==> config.mk <==
export PLATFORM = sky130hd
export DESIGN_NAME = l1_out_bank_reader
export DESIGN_NICKNAME = d
export VERILOG_FILES = /design/src/rtl/l1_out_bank_reader.sv
export SDC_FILE = /design/constraint.sdc
export NUM_CORES = 1
export LEC_CHECK = 0
export BUFFER_PORTS_ARGS = -buffer_cell sky130_fd_sc_hd__buf_2
export CORE_AREA = 2 2 291 293
export DETAILED_ROUTE_END_ITERATION = 8
export DIE_AREA = 0 0 293 295
export GPL_TIMING_DRIVEN = 0
export SETUP_SLACK_MARGIN = 0.02
export SKIP_LAST_GASP = 1
export SLEW_MARGIN = 10
export SYNTH_ARGS = -nofsm -noshare
export SYNTH_HDL_FRONTEND = slang
export SYNTH_SLANG_ARGS = --single-unit
==> constraint.sdc <==
create_clock -name clk -period 7.2 [get_ports clk]
set_input_delay 1.44 -clock clk [delete_from_list [all_inputs] [get_ports clk]]
set_output_delay 1.44 -clock clk [all_outputs]
set_load 0.005 [all_outputs]
==> src/rtl/l1_out_bank_reader.sv <==
// l1_out_bank_reader: streams the four row-interleaved layer-1 output banks
// back out as an ordered pixel stream for the next layer.
// Ports: clk, rst (sync, active-high); start + cfg_out_w/cfg_out_h/cfg_blocks
// begin a frame; busy/done report progress; rd_en0..3/rd_addr0..3 issue bank
// reads and rd_data0..3 return one cycle later; m_valid/m_ready/m_data with
// m_row/m_col/m_blk/m_last form the output beat stream.
module l1_out_bank_reader #(
  parameter int UNIT_NUM   = 16,
  parameter int OUT_BITS   = 8,
  parameter int OUT_W_MAX  = 112,
  parameter int OUT_H_MAX  = 112,
  parameter int BLOCKS_MAX = 4
) (
  input  logic clk,
  input  logic rst,
  input  logic start,
  input  logic [7:0] cfg_out_w,
  input  logic [7:0] cfg_out_h,
  input  logic [2:0] cfg_blocks,
  output logic busy,
  output logic done,
  output logic rd_en0,
  output logic rd_en1,
  output logic rd_en2,
  output logic rd_en3,
  output logic [15:0] rd_addr0,
  output logic [15:0] rd_addr1,
  output logic [15:0] rd_addr2,
  output logic [15:0] rd_addr3,
  input  logic [UNIT_NUM*OUT_BITS-1:0] rd_data0,
  input  logic [UNIT_NUM*OUT_BITS-1:0] rd_data1,
  input  logic [UNIT_NUM*OUT_BITS-1:0] rd_data2,
  input  logic [UNIT_NUM*OUT_BITS-1:0] rd_data3,
  output logic m_valid,
  input  logic m_ready,
  output logic [UNIT_NUM*OUT_BITS-1:0] m_data,
  output logic [$clog2(OUT_H_MAX)-1:0] m_row,
  output logic [$clog2(OUT_W_MAX)-1:0] m_col,
  output logic [$clog2(BLOCKS_MAX)-1:0] m_blk,
  output logic m_last
);

  localparam int DW = UNIT_NUM * OUT_BITS;
  localparam int RW = $clog2(OUT_H_MAX);
  localparam int CW = $clog2(OUT_W_MAX);
  localparam int BW = $clog2(BLOCKS_MAX);

  typedef enum logic [1:0] {IDLE, RUN, DRAIN} state_t;

  state_t state;
  logic [7:0] w_q;
  logic [7:0] h_q;
  logic [2:0] b_q;
  logic [RW-1:0] row;
  logic [CW-1:0] col;
  logic [BW-1:0] blk;

  logic rd_v;
  logic [1:0] bank_d;
  logic [RW-1:0] row_d;
  logic [CW-1:0] col_d;
  logic [BW-1:0] blk_d;
  logic last_d;

  logic [DW-1:0] f_data [4];
  logic [RW-1:0] f_row [4];
  logic [CW-1:0] f_col [4];
  logic [BW-1:0] f_blk [4];
  logic f_last [4];
  logic [1:0] wp;
  logic [1:0] rp;
  logic [2:0] cnt;

  logic pop;
  logic push;
  logic issue;
  logic [2:0] resv;
  logic [2:0] cnt_nx;
  logic last_blk;
  logic last_col;
  logic last_row;
  logic fin;
  logic zero_cfg;
  logic [31:0] addr32;
  logic [DW-1:0] sel;

  assign m_valid = (cnt != 3'd0);
  assign pop = m_valid & m_ready;
  assign push = rd_v;
  // Credits: reads in flight plus buffered beats, net of this cycle's pop.
  assign resv = 3'(rd_v) + cnt - 3'(pop);
  assign cnt_nx = cnt + 3'(push) - 3'(pop);
  assign issue = (state == RUN) && (resv < 3'd4);

  assign last_blk = (3'(blk) == b_q - 3'd1);
  assign last_col = (8'(col) == w_q - 8'd1);
  assign last_row = (8'(row) == h_q - 8'd1);
  assign fin = last_blk & last_col & last_row;
  assign zero_cfg = (cfg_out_w == 8'd0) || (cfg_out_h == 8'd0)
                 || (cfg_blocks == 3'd0);

  assign addr32 = (32'(row) * 32'(w_q) + 32'(col)) * 32'(b_q)
                + 32'(blk);

  assign rd_en0 = issue && (row[1:0] == 2'd0);
  assign rd_en1 = issue && (row[1:0] == 2'd1);
  assign rd_en2 = issue && (row[1:0] == 2'd2);
  assign rd_en3 = issue && (row[1:0] == 2'd3);
  assign rd_addr0 = addr32[15:0];
  assign rd_addr1 = addr32[15:0];
  assign rd_addr2 = addr32[15:0];
  assign rd_addr3 = addr32[15:0];

  assign busy = (state != IDLE);

  always_comb begin
    sel = rd_data0;
    case (bank_d)
      2'd1: sel = rd_data1;
      2'd2: sel = rd_data2;
      2'd3: sel = rd_data3;
      default: sel = rd_data0;
    endcase
  end

  // Head of the buffer is gated so idle outputs read as zero.
  assign m_data = m_valid ? f_data[rp] : '0;
  assign m_row = m_valid ? f_row[rp] : '0;
  assign m_col = m_valid ? f_col[rp] : '0;
  assign m_blk = m_valid ? f_blk[rp] : '0;
  assign m_last = m_valid ? f_last[rp] : 1'b0;

  always_ff @(posedge clk) begin
    if (rst) begin
      state <= IDLE;
      done <= 1'b0;
      w_q <= '0;
      h_q <= '0;
      b_q <= '0;
      row <= '0;
      col <= '0;
      blk <= '0;
    end else begin
      done <= 1'b0;
      unique case (state)
        IDLE: begin
          if (start) begin
            w_q <= cfg_out_w;
            h_q <= cfg_out_h;
            b_q <= cfg_blocks;
            row <= '0;
            col <= '0;
            blk <= '0;
            if (zero_cfg) done <= 1'b1;
            else state <= RUN;
          end
        end
        RUN: begin
          if (issue) begin
            if (fin) begin
              state <= DRAIN;
            end else if (last_blk) begin
              blk <= '0;
              if (last_col) begin
                col <= '0;
                row <= row + 1'b1;
              end else begin
                col <= col + 1'b1;
              end
            end else begin
              blk <= blk + 1'b1;
            end
          end
        end
        DRAIN: begin
          if (!rd_v && cnt_nx == 3'd0) begin
            done <= 1'b1;
            state <= IDLE;
          end
        end
        default: state <= IDLE;
      endcase
    end
  end

  // Tags travel with each read so returning data lands with its coordinates.
  always_ff @(posedge clk) begin
    if (rst) begin
      rd_v <= 1'b0;
      bank_d <= '0;
      row_d <= '0;
      col_d <= '0;
      blk_d <= '0;
      last_d <= 1'b0;
      wp <= '0;
      rp <= '0;
      cnt <= '0;
    end else begin
      rd_v <= issue;
      bank_d <= row[1:0];
      row_d <= row;
      col_d <= col;
      blk_d <= blk;
      last_d <= fin;
      if (push) wp <= wp + 2'd1;
      if (pop) rp <= rp + 2'd1;
      cnt <= cnt_nx;
    end
  end

  always_ff @(posedge clk) begin
    if (push) begin
      f_data[wp] <= sel;
      f_row[wp] <= row_d;
      f_col[wp] <= col_d;
      f_blk[wp] <= blk_d;
      f_last[wp] <= last_d;
    end
  end

endmodule

==> results of run 1 <==
-- per-stage QoR --
stage / cell area (µm²) / instances / util / TNS, ns
after floorplan: 32150 / 1922 / - / -0.4275
after global placement: 37250 / 3751 / 0.4479 / -186.58
after detailed placement: 37600 / 3764 / 0.4522 / -27.61
after CTS: 40960 / 3926 / 0.4926 / -29.71
after global routing: 41350 / 3944 / 0.4973 / -39.15
final: 41370 / 3950 / 0.4975 / -28.07
-- routing by layer --
metal / GRT usage / part of all wire / vias to the layer above
met4: 0.05428 / 0.021 / 18
met5: 0.008869 / 0.0014 / -
met3: 0.04886 / 0.067 / 133
li1: - / - / 9157
met1: 0.2718 / 0.40 / 10894
met2: 0.3674 / 0.51 / 795
-- registers in the layout, summed over array words and instances, names as in the netlist, 2 cells and up, named ones only --
register / cells
b_q: 3
row_d: 6
w_q: 8
rp: 2
row: 7
wp: 2
f_last: 4
f_data: 512
state: 2
blk: 2
h_q: 8
col: 7
f_blk: 8
blk_d: 2
f_col: 28
col_d: 7
cnt: 3
f_row: 28
-- cells in the final DEF (no fill, tap or decap), drive strengths merged, types with 11 or more instances in the layout --
cell	n
nor3	13
mux4	273
and2	215
inv	89
ha	84
nand3	12
or3	13
nor2b	14
xnor2	29
edfxtp	580
clkbuf	149
fa	51
a21oi	45
nand2	103
nor2	45
a211oi	12
buf	904
o21ai	17
diode	13
xor2	24
nand4	11
dfxtp	65
clkinv	32
-- power by group through the flow --
stage | sequential, mW | clock [mW] | combinational (mW)
after floorplan | 4.43 | 0 | 1.69
after global placement | 4.46 | 0 | 3.10
after detailed placement | 4.43 | 0 | 3.17
after CTS | 4.35 | 3.53 | 3.20
after global routing | 4.36 | 3.67 | 3.37
final | 4.35 | 3.45 | 3.12
-- worst max path at each step --
| stage | startpoint | endpoint | slack, ns | depth (start not counted) |
|---|---|---|---|---|
| floorplan | row[3] | rd_addr1[14] | -0.08 | 25 |
| global route | row[2] | rd_addr2[14] | -1.34 | 25 |
| CTS | row[3] | rd_addr1[15] | -1.22 | 25 |
| global placement | w_q[6] | rd_addr3[12] | -1.04 | 25 |
| detailed placement | w_q[6] | rd_addr3[12] | -1.12 | 25 |
| finish | row[2] | rd_addr1[15] | -1.10 | 25 |
-- worst max-delay path: stages (launching register included) --
cell and delay [ns]:
dfxtp_4 0.34, clkbuf_8 0.15, and2_4 0.16, fa_1 0.53, fa_1 0.44, fa_1 0.49, inv_1 0.05, fa_1 0.49
inv_2 0.05, ha_4 0.18, nor3_4 0.18, o21ai_2 0.10, a31oi_4 0.25, o21bai_1 0.12, a21oi_2 0.17, xnor2_2 0.09
and2_4 0.17, fa_1 0.57, ha_4 0.21, ha_4 0.17, or3_4 0.39, a211oi_4 0.27, o31ai_2 0.09, xnor3_2 0.30
buf_6 0.14, buf_2 0.11
-- layout make-up --
cell class                 count  area (µm²)  share of cell area
sequential                   645       18750              0.4533
multi-input combinational   1033       13120              0.3172
timing repair buffer         812        4616              0.1116
clock buffer                  87        1826             0.04413
tap                         1080        1351             0.03267
buffer                       154       943.4             0.02280
clock inverter                40       396.6            0.009588
inverter                      86       326.6            0.007894
antenna                       13       32.53           0.0007864
-- what timing repair did --
action                                  in CTS  in global routing
pin swaps                                   63                 44
endpoints found under the setup margin      52                 44
setup buffers                               39                 18
gates resized for setup                    164                 63
-- logic make-up after synthesis --
group                    Yosys count  synth area share
flip-flops                       645            0.5863
AND/OR/NAND/NOR                  454           0.07951
multiplexers                     285            0.1969
buffers and inverters            244           0.03554
adder cells (fa/ha/maj)          135           0.06490
AO/OA/AOI/OAI                    104           0.02046
XOR/XNOR                          55           0.01642
==> impl_metrics.env, run 1 <==
export IMPL_pre_cts_ws_ns=-1.124
export IMPL_p_leak_nw=15.60
export IMPL_fin_nets=3472
export IMPL_hold_viol=0
export IMPL_wl_per_cell_um=23.97
export IMPL_synth_async_reset_ratio=0
export IMPL_port_buffers=749
export IMPL_yosysMostFrequentCell="edfxtp_1"
export IMPL_n_fill_cell=7040
export IMPL_holdCritStartpoint="row_d[6]"
export IMPL_clock_fmax_ghz=0.1205
export IMPL_syn_area_um2=31930
export IMPL_hold_path_end="f_row[2][6]"
export IMPL_fp_dieW_um=293
export IMPL_finalWirelength_mm=94.67
export IMPL_clock_skew_ns=0.02498
export IMPL_worstReg2RegEnd="col[4]"
export IMPL_via_per_inst=5.316
export IMPL_synth_ff_type="edfxtp_1"
export IMPL_p_sw_frac=0.2962
export IMPL_clk_path_buf_depth=3
export IMPL_synth_common_cells="edfxtp_1, mux4_2, and2_1, nand2_1, inv_1"
export IMPL_antenna_found_initial=20
export IMPL_ys_top_cells_by_area="edfxtp_1, mux4_2, and2_1"
export IMPL_slew_headroom=0.1289
export IMPL_dp_hpwl_mm=70.22
export IMPL_io_pins=751
export IMPL_worst_setup_path_end_kind="primary output"
export IMPL_drive_gt1_frac=0.5002
export IMPL_synth_largest_type_area_fraction=0.5455
export IMPL_cts_tree="done"
export IMPL_yosysSeqAreaShare=0.5863
export IMPL_crit_type="reg -> out"
export IMPL_die_h_um=295
export IMPL_drt_first_pass_iters=5
export IMPL_ys_ff_latch=645
export IMPL_syn_to_final_growth_pct=29.57
export IMPL_required_ns=5.76
export IMPL_timing_rr_start="cnt[1]"
export IMPL_coreArea_um2=83160
export IMPL_netlist_instances=1922
export IMPL_routed_via_count=20997
export IMPL_seqPwrFrac=0.398
export IMPL_cts_buffers=70
export IMPL_synth_top_area_cell="edfxtp_1"
export IMPL_grt_pass1_vias=21576
export IMPL_ys_types=54
export IMPL_place_gp_congestion=0.8987
export IMPL_clk_pin_slew_worst_paths_ns=0.06
export IMPL_finalPower_mw=10.91
export IMPL_syn_area_per_cell_um2=16.61
export IMPL_ir_worst_vdd_mv=0.1547
export IMPL_internal_power_mw=7.680
export IMPL_r2r_setup_slack_ns=2.93
export IMPL_grt_max_degree=48
export IMPL_power_frac_comb=0.286
export IMPL_hold_class="reg -> reg"
export IMPL_period_share=1.152
export IMPL_drv_cap=0
export IMPL_cts_root_buf="clkbuf_16"
export IMPL_rsz0062_at_grt="yes"
export IMPL_fp_dieArea_um2=86440
export IMPL_drcViolationCount=0
export IMPL_crit_path_max_fanout=7
export IMPL_p_clk_frac=0.316
export IMPL_hold_ws_ns=0.4727
export IMPL_fin_crit_ns=8.297
export IMPL_synth_net_count=2592
export IMPL_setup_viol=43
export IMPL_clkLatencyLatePin_ns=0.62
export IMPL_drv_slew=0
export IMPL_cp_arrival_ns=6.86
export IMPL_drt_iter0_markers=1299
export IMPL_violations="setup timing"
export IMPL_ant_nets=0
export IMPL_hold_depth=0
export IMPL_start_util=0.3839
export IMPL_rr_worst_depth=15
export IMPL_row_count=106
export IMPL_grt_overflow=0
export IMPL_power_switching_mw=3.232
export IMPL_power_density_nw_per_um2=263.8
export IMPL_grt_usage=0.2132
export IMPL_fin_ws_ns=-1.097
export IMPL_status="complete, but fails checks"
export IMPL_holdBufCountCts=0
export IMPL_crit_path_start_kind="flop"
export IMPL_synth_edf_count=580
export IMPL_cts_sinks=645
export IMPL_htree_levels=3
export IMPL_grt_pass1_wl_mm=136.2
export IMPL_tightest_slew_ns=1.307
export IMPL_synth_warnings=0
Note: power is estimated with default switching activity, not from simulation.
==> inputs of run 2 (changes only) <==
Settings changed: ABC_AREA set to 1, BUFFER_PORTS_ARGS -buffer_cell sky130_fd_sc_hd__buf_2 to unset, CORE_AREA 2 2 291 293 to 2 2 296 298, DIE_AREA 0 0 293 295 to 0 0 298 300, DONT_BUFFER_PORTS set to 1.
==> run 2 against run 1 <==
The run still ends with setup timing left. Sequential share of layout area grew 3.9 points. Register-to-register slack improved by 0.57 ns. Sequential cell count unchanged. Critical path type unchanged. Global-route usage rose by 2.6 points. Final cell count rose by 23%. Final area shrank 8.0%.
==> impl_metrics.env, run 2 <==
export IMPL_status="complete, but fails checks"
export IMPL_violations="setup timing"
export IMPL_clk_pin_slew_worst_paths_ns=0.07
export IMPL_mostFrequentLayoutCells="nand2_1, nor2_1, edfxtp_1"
export IMPL_dpl_cell_count=4650
export IMPL_crit_path_max_fanout=5
export IMPL_clock_skew_ns=0.03073
export IMPL_layout_commonest_cell="nand2_1"
export IMPL_top_register="f_data"
export IMPL_cp_arrival_ns=6.58
export IMPL_io_pins=751
export IMPL_rr_worst_depth=17
export IMPL_ys_ff_latch=645
export IMPL_synth_ff_type="edfxtp_1"
export IMPL_largest_reg_flops=512
export IMPL_place_gp_congestion=0.8896
export IMPL_ant_nets=0
export IMPL_synth_net_count=4160
export IMPL_ys_top_cells_by_area="edfxtp_1, nand2_1, nor2_1"
export IMPL_clkLatencyLatePin_ns=0.62
export IMPL_start_util=0.3793
export IMPL_netlist_instances=3490
export IMPL_pre_cts_ws_ns=-0.8146
export IMPL_yosysMostFrequentCell="nand2_1"
export IMPL_power_density_nw_per_um2=275.7
export IMPL_wl_per_cell_um=23.00
export IMPL_port_buffers=0
export IMPL_worst_setup_path_end_kind="primary output"
export IMPL_required_ns=5.76
export IMPL_p_leak_nw=14.17
export IMPL_grt_overflow=0
export IMPL_hold_ws_ns=0.4672
export IMPL_syn_area_um2=32700
export IMPL_fin_crit_ns=8.022
export IMPL_synth_warnings=0
export IMPL_finalWirelength_mm=111.4
export IMPL_via_per_inst=5.348
export IMPL_syn_to_final_growth_pct=16.41
export IMPL_startpoint="w_q[1]"
export IMPL_dp_hpwl_mm=77.54
export IMPL_synth_common_cells="nand2_1, nor2_1, edfxtp_1, o21ai_0, a21oi_1"
export IMPL_reg_top3="f_data x512, f_col x28, f_row x28"
export IMPL_tightest_slew_ns=1.329
export IMPL_yosysSeqAreaShare=0.5725
export IMPL_cts_sinks=645
export IMPL_routed_via_count=25912
export IMPL_drcViolationCount=0
export IMPL_cts_root_buf="clkbuf_16"
export IMPL_drt_first_pass_iters=6
export IMPL_cts_tree="done"
export IMPL_htree_levels=3
export IMPL_setup_viol=36
export IMPL_drv_slew=0
export IMPL_fp_dieArea_um2=89400
export IMPL_syn_area_per_cell_um2=9.369
export IMPL_fin_nets=4302
export IMPL_period_share=1.114
export IMPL_synth_edf_count=580
export IMPL_drt_iter0_markers=2621
export IMPL_worstReg2RegEnd="row[5]"
export IMPL_hold_class="reg -> reg"
export IMPL_row_count=108
export IMPL_grt_usage=0.2387
export IMPL_r2r_setup_slack_ns=3.50
export IMPL_clock_fmax_ghz=0.1247
export IMPL_rsz0062_at_grt="yes"
export IMPL_coreArea_um2=86210
export IMPL_crit_path_start_kind="flop"
export IMPL_drv_cap=0
export IMPL_n_fill_cell=8090
export IMPL_grt_pass1_wl_mm=157.1
export IMPL_timing_rr_start="cnt[1]"
export IMPL_fin_cells=4845
export IMPL_antenna_found_initial=11
export IMPL_grt_max_degree=95
export IMPL_ys_types=39
export IMPL_synth_top_area_cell="edfxtp_1"
export IMPL_cts_buffers=69
export IMPL_clk_path_buf_depth=3
export IMPL_setup_tns_final_ns=-19.15
export IMPL_die_h_um=300
export IMPL_drive_gt1_frac=0.1097
export IMPL_crit_type="reg -> out"
export IMPL_fin_ws_ns=-0.8219
export IMPL_hold_viol=0
export IMPL_critPathCapture="rd_addr3[15]"
export IMPL_grt_pass1_vias=23809
export IMPL_ir_worst_vdd_mv=0.2140
export IMPL_synth_largest_type_area_fraction=0.5327
export IMPL_slew_headroom=0.1142
export IMPL_fp_dieW_um=298
export IMPL_synth_async_reset_ratio=0
==> run 2: cell types whose count changed after synthesis, moves of 26 or more <==
cell,before,now
a21oi_1,42,205
and2_1,215,0
nand2_1,103,757
mux4_2,273,0
nor2_1,43,695
nand4_1,9,145
o21ai_0,14,322
nand3_1,12,38
inv_1,86,188
clkbuf_1,67,162
==> run 2: layer usage <==
| layer | part of all wire | wire length (µm) | track usage | vias up |
|---|---|---|---|---|
| li1 | - | - | - | 12003 |
| met1 | 0.41 | 45460 | 0.3137 | 12407 |
| met2 | 0.48 | 53240 | 0.3918 | 1269 |
| met3 | 0.084 | 9348 | 0.05470 | 229 |
| met4 | 0.030 | 3355 | 0.07669 | 4 |
| met5 | 0.00014 | 16 | 0 | - |
==> run 2: through the flow <==
stage | power [mW] | utilization | area [µm²]
6_report | 10.49 | 0.4415 | 38060
2_1_floorplan | 6.078 | - | 32730
5_1_grt | 10.98 | 0.4414 | 38050
4_1_cts | 10.59 | 0.4385 | 37810
3_3_place_gp | 7.229 | 0.3964 | 34170
3_5_place_dp | 7.219 | 0.3985 | 34350
==> run 2: timing repair <==
item,in CTS,in global routing
gates cloned,1,0
hold endpoints to repair,0,0
hold buffers,0,0
resized for setup,166,55
buffers inserted,62,10
pin swaps,60,25
endpoints found under the setup margin,47,47
==> run 2: power breakdown <==
group	switching [mW]	total [mW]	leakage (nW)	internal, mW
combinational	2.11	2.77	7.35	0.665
clock	1.46	3.33	1.04	1.87
sequential	0.0633	4.39	5.79	4.32
==> run 2: worst min path at each step <==
stage / start / endpoint / slack [ns] / depth (start not counted)
final: row_d[4] / f_row[0][4] / 0.47 / 0
after global routing: row_d[4] / f_row[0][4] / 0.48 / 0
after CTS: row_d[2] / f_row[0][2] / 0.47 / 0
after detailed placement: row_d[2] / f_row[2][2] / 0.45 / 0
after global placement: row_d[2] / f_row[1][2] / 0.45 / 0
after floorplan: rp[1] / flop / 0.44 / 2
==> run 2: area by class of cell <==
cell class                 instances  area (µm²)  area share
sequential                       645       18750      0.4927
multi-input combinational       2400       12950      0.3402
clock buffer                      89        1853     0.04868
tap                             1155        1445     0.03797
buffer                           242        1259     0.03307
inverter                         198       773.2     0.02031
timing repair buffer              76       753.2     0.01979
clock inverter                    33       260.3    0.006837
antenna                            7       17.52   0.0004602
==> run 2: logic make-up (layout without fill, tap and decap cells) <==
group | after synthesis | after routing | share of synthesized area
and+or+nand+nor | 1675 | 1675 | 0.2095
other | 0 | 7 | 0
xor gates and xnor gates | 46 | 46 | 0.01232
AOI/OAI and AO/OA | 544 | 544 | 0.08442
buffers and inverters | 445 | 638 | 0.05794
adders and majority gates | 135 | 135 | 0.06337
DFF | 645 | 645 | 0.5725
==> run 2: worst max-delay path: stages (launching register included) <==
cell      delay (ns)
dfxtp_2         0.32
buf_6           0.12
nand2_2         0.06
inv_2           0.04
fa_1            0.55
fa_1            0.45
fa_1            0.52
inv_2           0.04
fa_1            0.52
inv_2           0.05
ha_4            0.23
nand2_2         0.07
nand2_2         0.05
a31oi_1         0.16
xor2_1          0.30
buf_4           0.17
nor2_2          0.04
fa_1            0.59
ha_4            0.22
ha_4            0.28
a21oi_4         0.17
nor2_1          0.08
o21ai_2         0.11
o311ai_1        0.11
a31oi_1         0.28
nand3_1         0.14
nand2_2         0.16
buf_4           0.14
==> inputs of run 3 (changes only) <==
Settings changed: ABC_AREA 1 to unset, CORE_AREA 2 2 296 298 to 2 2 292 294, DIE_AREA 0 0 298 300 to 0 0 294 296.
==> run 3 against run 2 <==
The run still ends with setup timing left. Utilization rose by 0.11 points. Register-to-register slack got worse by 0.48 ns. Clock-buffer cell count fell by 3. Critical path depth fell by 2. Combinational power fell by 10%. Largest cell class unchanged. Sequential power fell by 0.9%. Power fell by 1.4%. Critical path type unchanged. Sequential share of layout area rose by 1.0 points. First-iteration DRC count fell by 42%. Critical endpoint is now rd_addr2[14]. Maximum frequency fell by 1.5%.
==> impl_metrics.env, run 3 (synthesis gave the netlist of run 1 again) <==
export IMPL_status="complete, but fails checks"
export IMPL_violations="setup timing"
export IMPL_holdBufCountCts=0
export IMPL_setup_viol=39
export IMPL_die_h_um=296
export IMPL_pre_cts_ws_ns=-1.022
export IMPL_drv_cap=0
export IMPL_clock_skew_ns=0.03037
export IMPL_period_share=1.131
export IMPL_setup_tns_final_ns=-22.17
export IMPL_top_register="f_data"
export IMPL_ant_nets=0
export IMPL_finalInstanceArea_um2=37270
export IMPL_slew_headroom=0.2058
export IMPL_p_leak_nw=12.39
export IMPL_wl_per_cell_um=27.92
export IMPL_fin_cells=3204
export IMPL_dp_hpwl_mm=64.51
export IMPL_largest_reg_flops=512
export IMPL_fin_ws_ns=-0.9463
export IMPL_clk_path_buf_depth=3
export IMPL_crit_path_start_kind="flop"
export IMPL_finalPower_mw=10.35
export IMPL_drv_slew=0
export IMPL_cts_tree="done"
export IMPL_htree_levels=3
export IMPL_drt_first_pass_iters=7
export IMPL_cp_top_family="adder cells"
export IMPL_crit_path_max_fanout=9
export IMPL_place_gp_congestion=0.9027
export IMPL_layout_commonest_cell="edfxtp_1"
export IMPL_clk_pin_slew_worst_paths_ns=0.06
export IMPL_power_density_nw_per_um2=277.6
export IMPL_hold_class="reg -> reg"
export IMPL_ir_worst_vdd_mv=0.1574
export IMPL_fp_dieW_um=294
export IMPL_grt_pass1_vias=18441
export IMPL_hold_viol=0
export IMPL_via_per_inst=5.654
export IMPL_tightest_slew_ns=1.191
export IMPL_coreArea_um2=84210
export IMPL_cts_root_buf="clkbuf_16"
export IMPL_r2r_setup_slack_ns=3.02
export IMPL_start_util=0.3792
export IMPL_clkLatencyLatePin_ns=0.62
export IMPL_syn_to_final_growth_pct=16.75
export IMPL_row_count=107
export IMPL_grt_usage=0.2002
export IMPL_io_pins=751
export IMPL_required_ns=5.76
export IMPL_grt_overflow=0
export IMPL_utilization=0.4426
export IMPL_mostFrequentLayoutCells="edfxtp_1, mux4_2, and2_1"
export IMPL_rsz0062_at_grt="yes"
export IMPL_routed_via_count=18114
export IMPL_drt_iter0_markers=1532
export IMPL_dpl_instance_area_um2=33850
export IMPL_port_buffers=0
export IMPL_grt_pass1_wl_mm=125.7
export IMPL_fin_nets=2718
export IMPL_fin_crit_ns=8.146
export IMPL_drcViolationCount=0
export IMPL_clock_fmax_ghz=0.1228
export IMPL_antenna_found_initial=33
export IMPL_crit_type="reg -> out"
export IMPL_hold_ws_ns=0.4666
export IMPL_reg_top3="f_data x512, f_col x28, f_row x28"
export IMPL_cts_sinks=645
export IMPL_fp_dieArea_um2=87020
export IMPL_worst_setup_path_end_kind="primary output"
export IMPL_cp_num_buf_inv=5
export IMPL_drive_gt1_frac=0.3066
export IMPL_cpMostUsedCell="fa_1"
export IMPL_grt_max_degree=49
export IMPL_dpl_cell_count=3024
export IMPL_slowest_delay_ns=0.49
export IMPL_finalWirelength_mm=89.45
export IMPL_cp_slowest_cell="fa_1"
export IMPL_cp_arrival_ns=6.71
export IMPL_cts_buffers=71
-- run 3: cell types whose count changed in the layout (fill, tap and decap cells not counted), sizes merged, moves of 14 or more --
cell | before | now
nor2 | 703 | 45
o21ai | 326 | 17
xnor2 | 14 | 29
a21oi | 205 | 45
inv | 200 | 88
nand2 | 760 | 103
and2 | 0 | 215
clkbuf | 247 | 147
nor2b | 0 | 14
mux4 | 0 | 273
nand3 | 43 | 12
nand4 | 145 | 11
-- run 3: final cells by class --
type	instances	area, µm²
Tap cell	1090	1364
Sequential cell	645	18750
Inverter	86	326.6
Clock inverter	36	385.4
Fill cell	7357	46940
Antenna cell	17	42.54
Multi-Input combinational cell	1033	12950
Buffer	152	897.1
Clock buffer	86	1864
Timing Repair Buffer	59	695.7
-- run 3: per-layer routing --
layer / up-vias / GRT usage / wire [µm]
li1: 7619 / - / -
met1: 9421 / 0.2538 / 34040
met2: 886 / 0.3367 / 44580
met3: 156 / 0.05374 / 8421
met4: 32 / 0.05948 / 2200
met5: - / 0 / 201
-- run 3: worst register-to-register path: cells and delay by family, from the launching register on --
family | cells | cell delay, ns
simple gates | 7 | 1.99
fa+ha+maj | 3 | 0.83
xor+xnor | 2 | 0.59
flops | 1 | 0.33
compound gates | 1 | 0.22
buf+inv | 2 | 0.11
-- run 3: repair_timing --
item	in CTS	in global routing
cloned	0	0
endpoints found under the setup margin	48	47
gates resized for setup	124	36
buffers inserted	40	7
pin swaps	65	36
-- run 3: path summary, 6_finish.rpt --
kind	startpoint	end	depth (start not counted)
setup reg to reg	cnt[2]	col[3]	15
hold / removal	col_d[6]	f_col[3][6]	0
setup / recovery	w_q[1]	rd_addr2[14]	25
hold reg to reg	col_d[6]	f_col[3][6]	0
-- run 3: power breakdown --
group | internal (mW) | leakage [nW] | switching (mW)
Sequential | 4.29 | 5.73 | 0.0573
Combinational | 1.02 | 5.57 | 1.47
Clock | 2.01 | 1.09 | 1.50
Total | 7.32 | 12.4 | 3.03
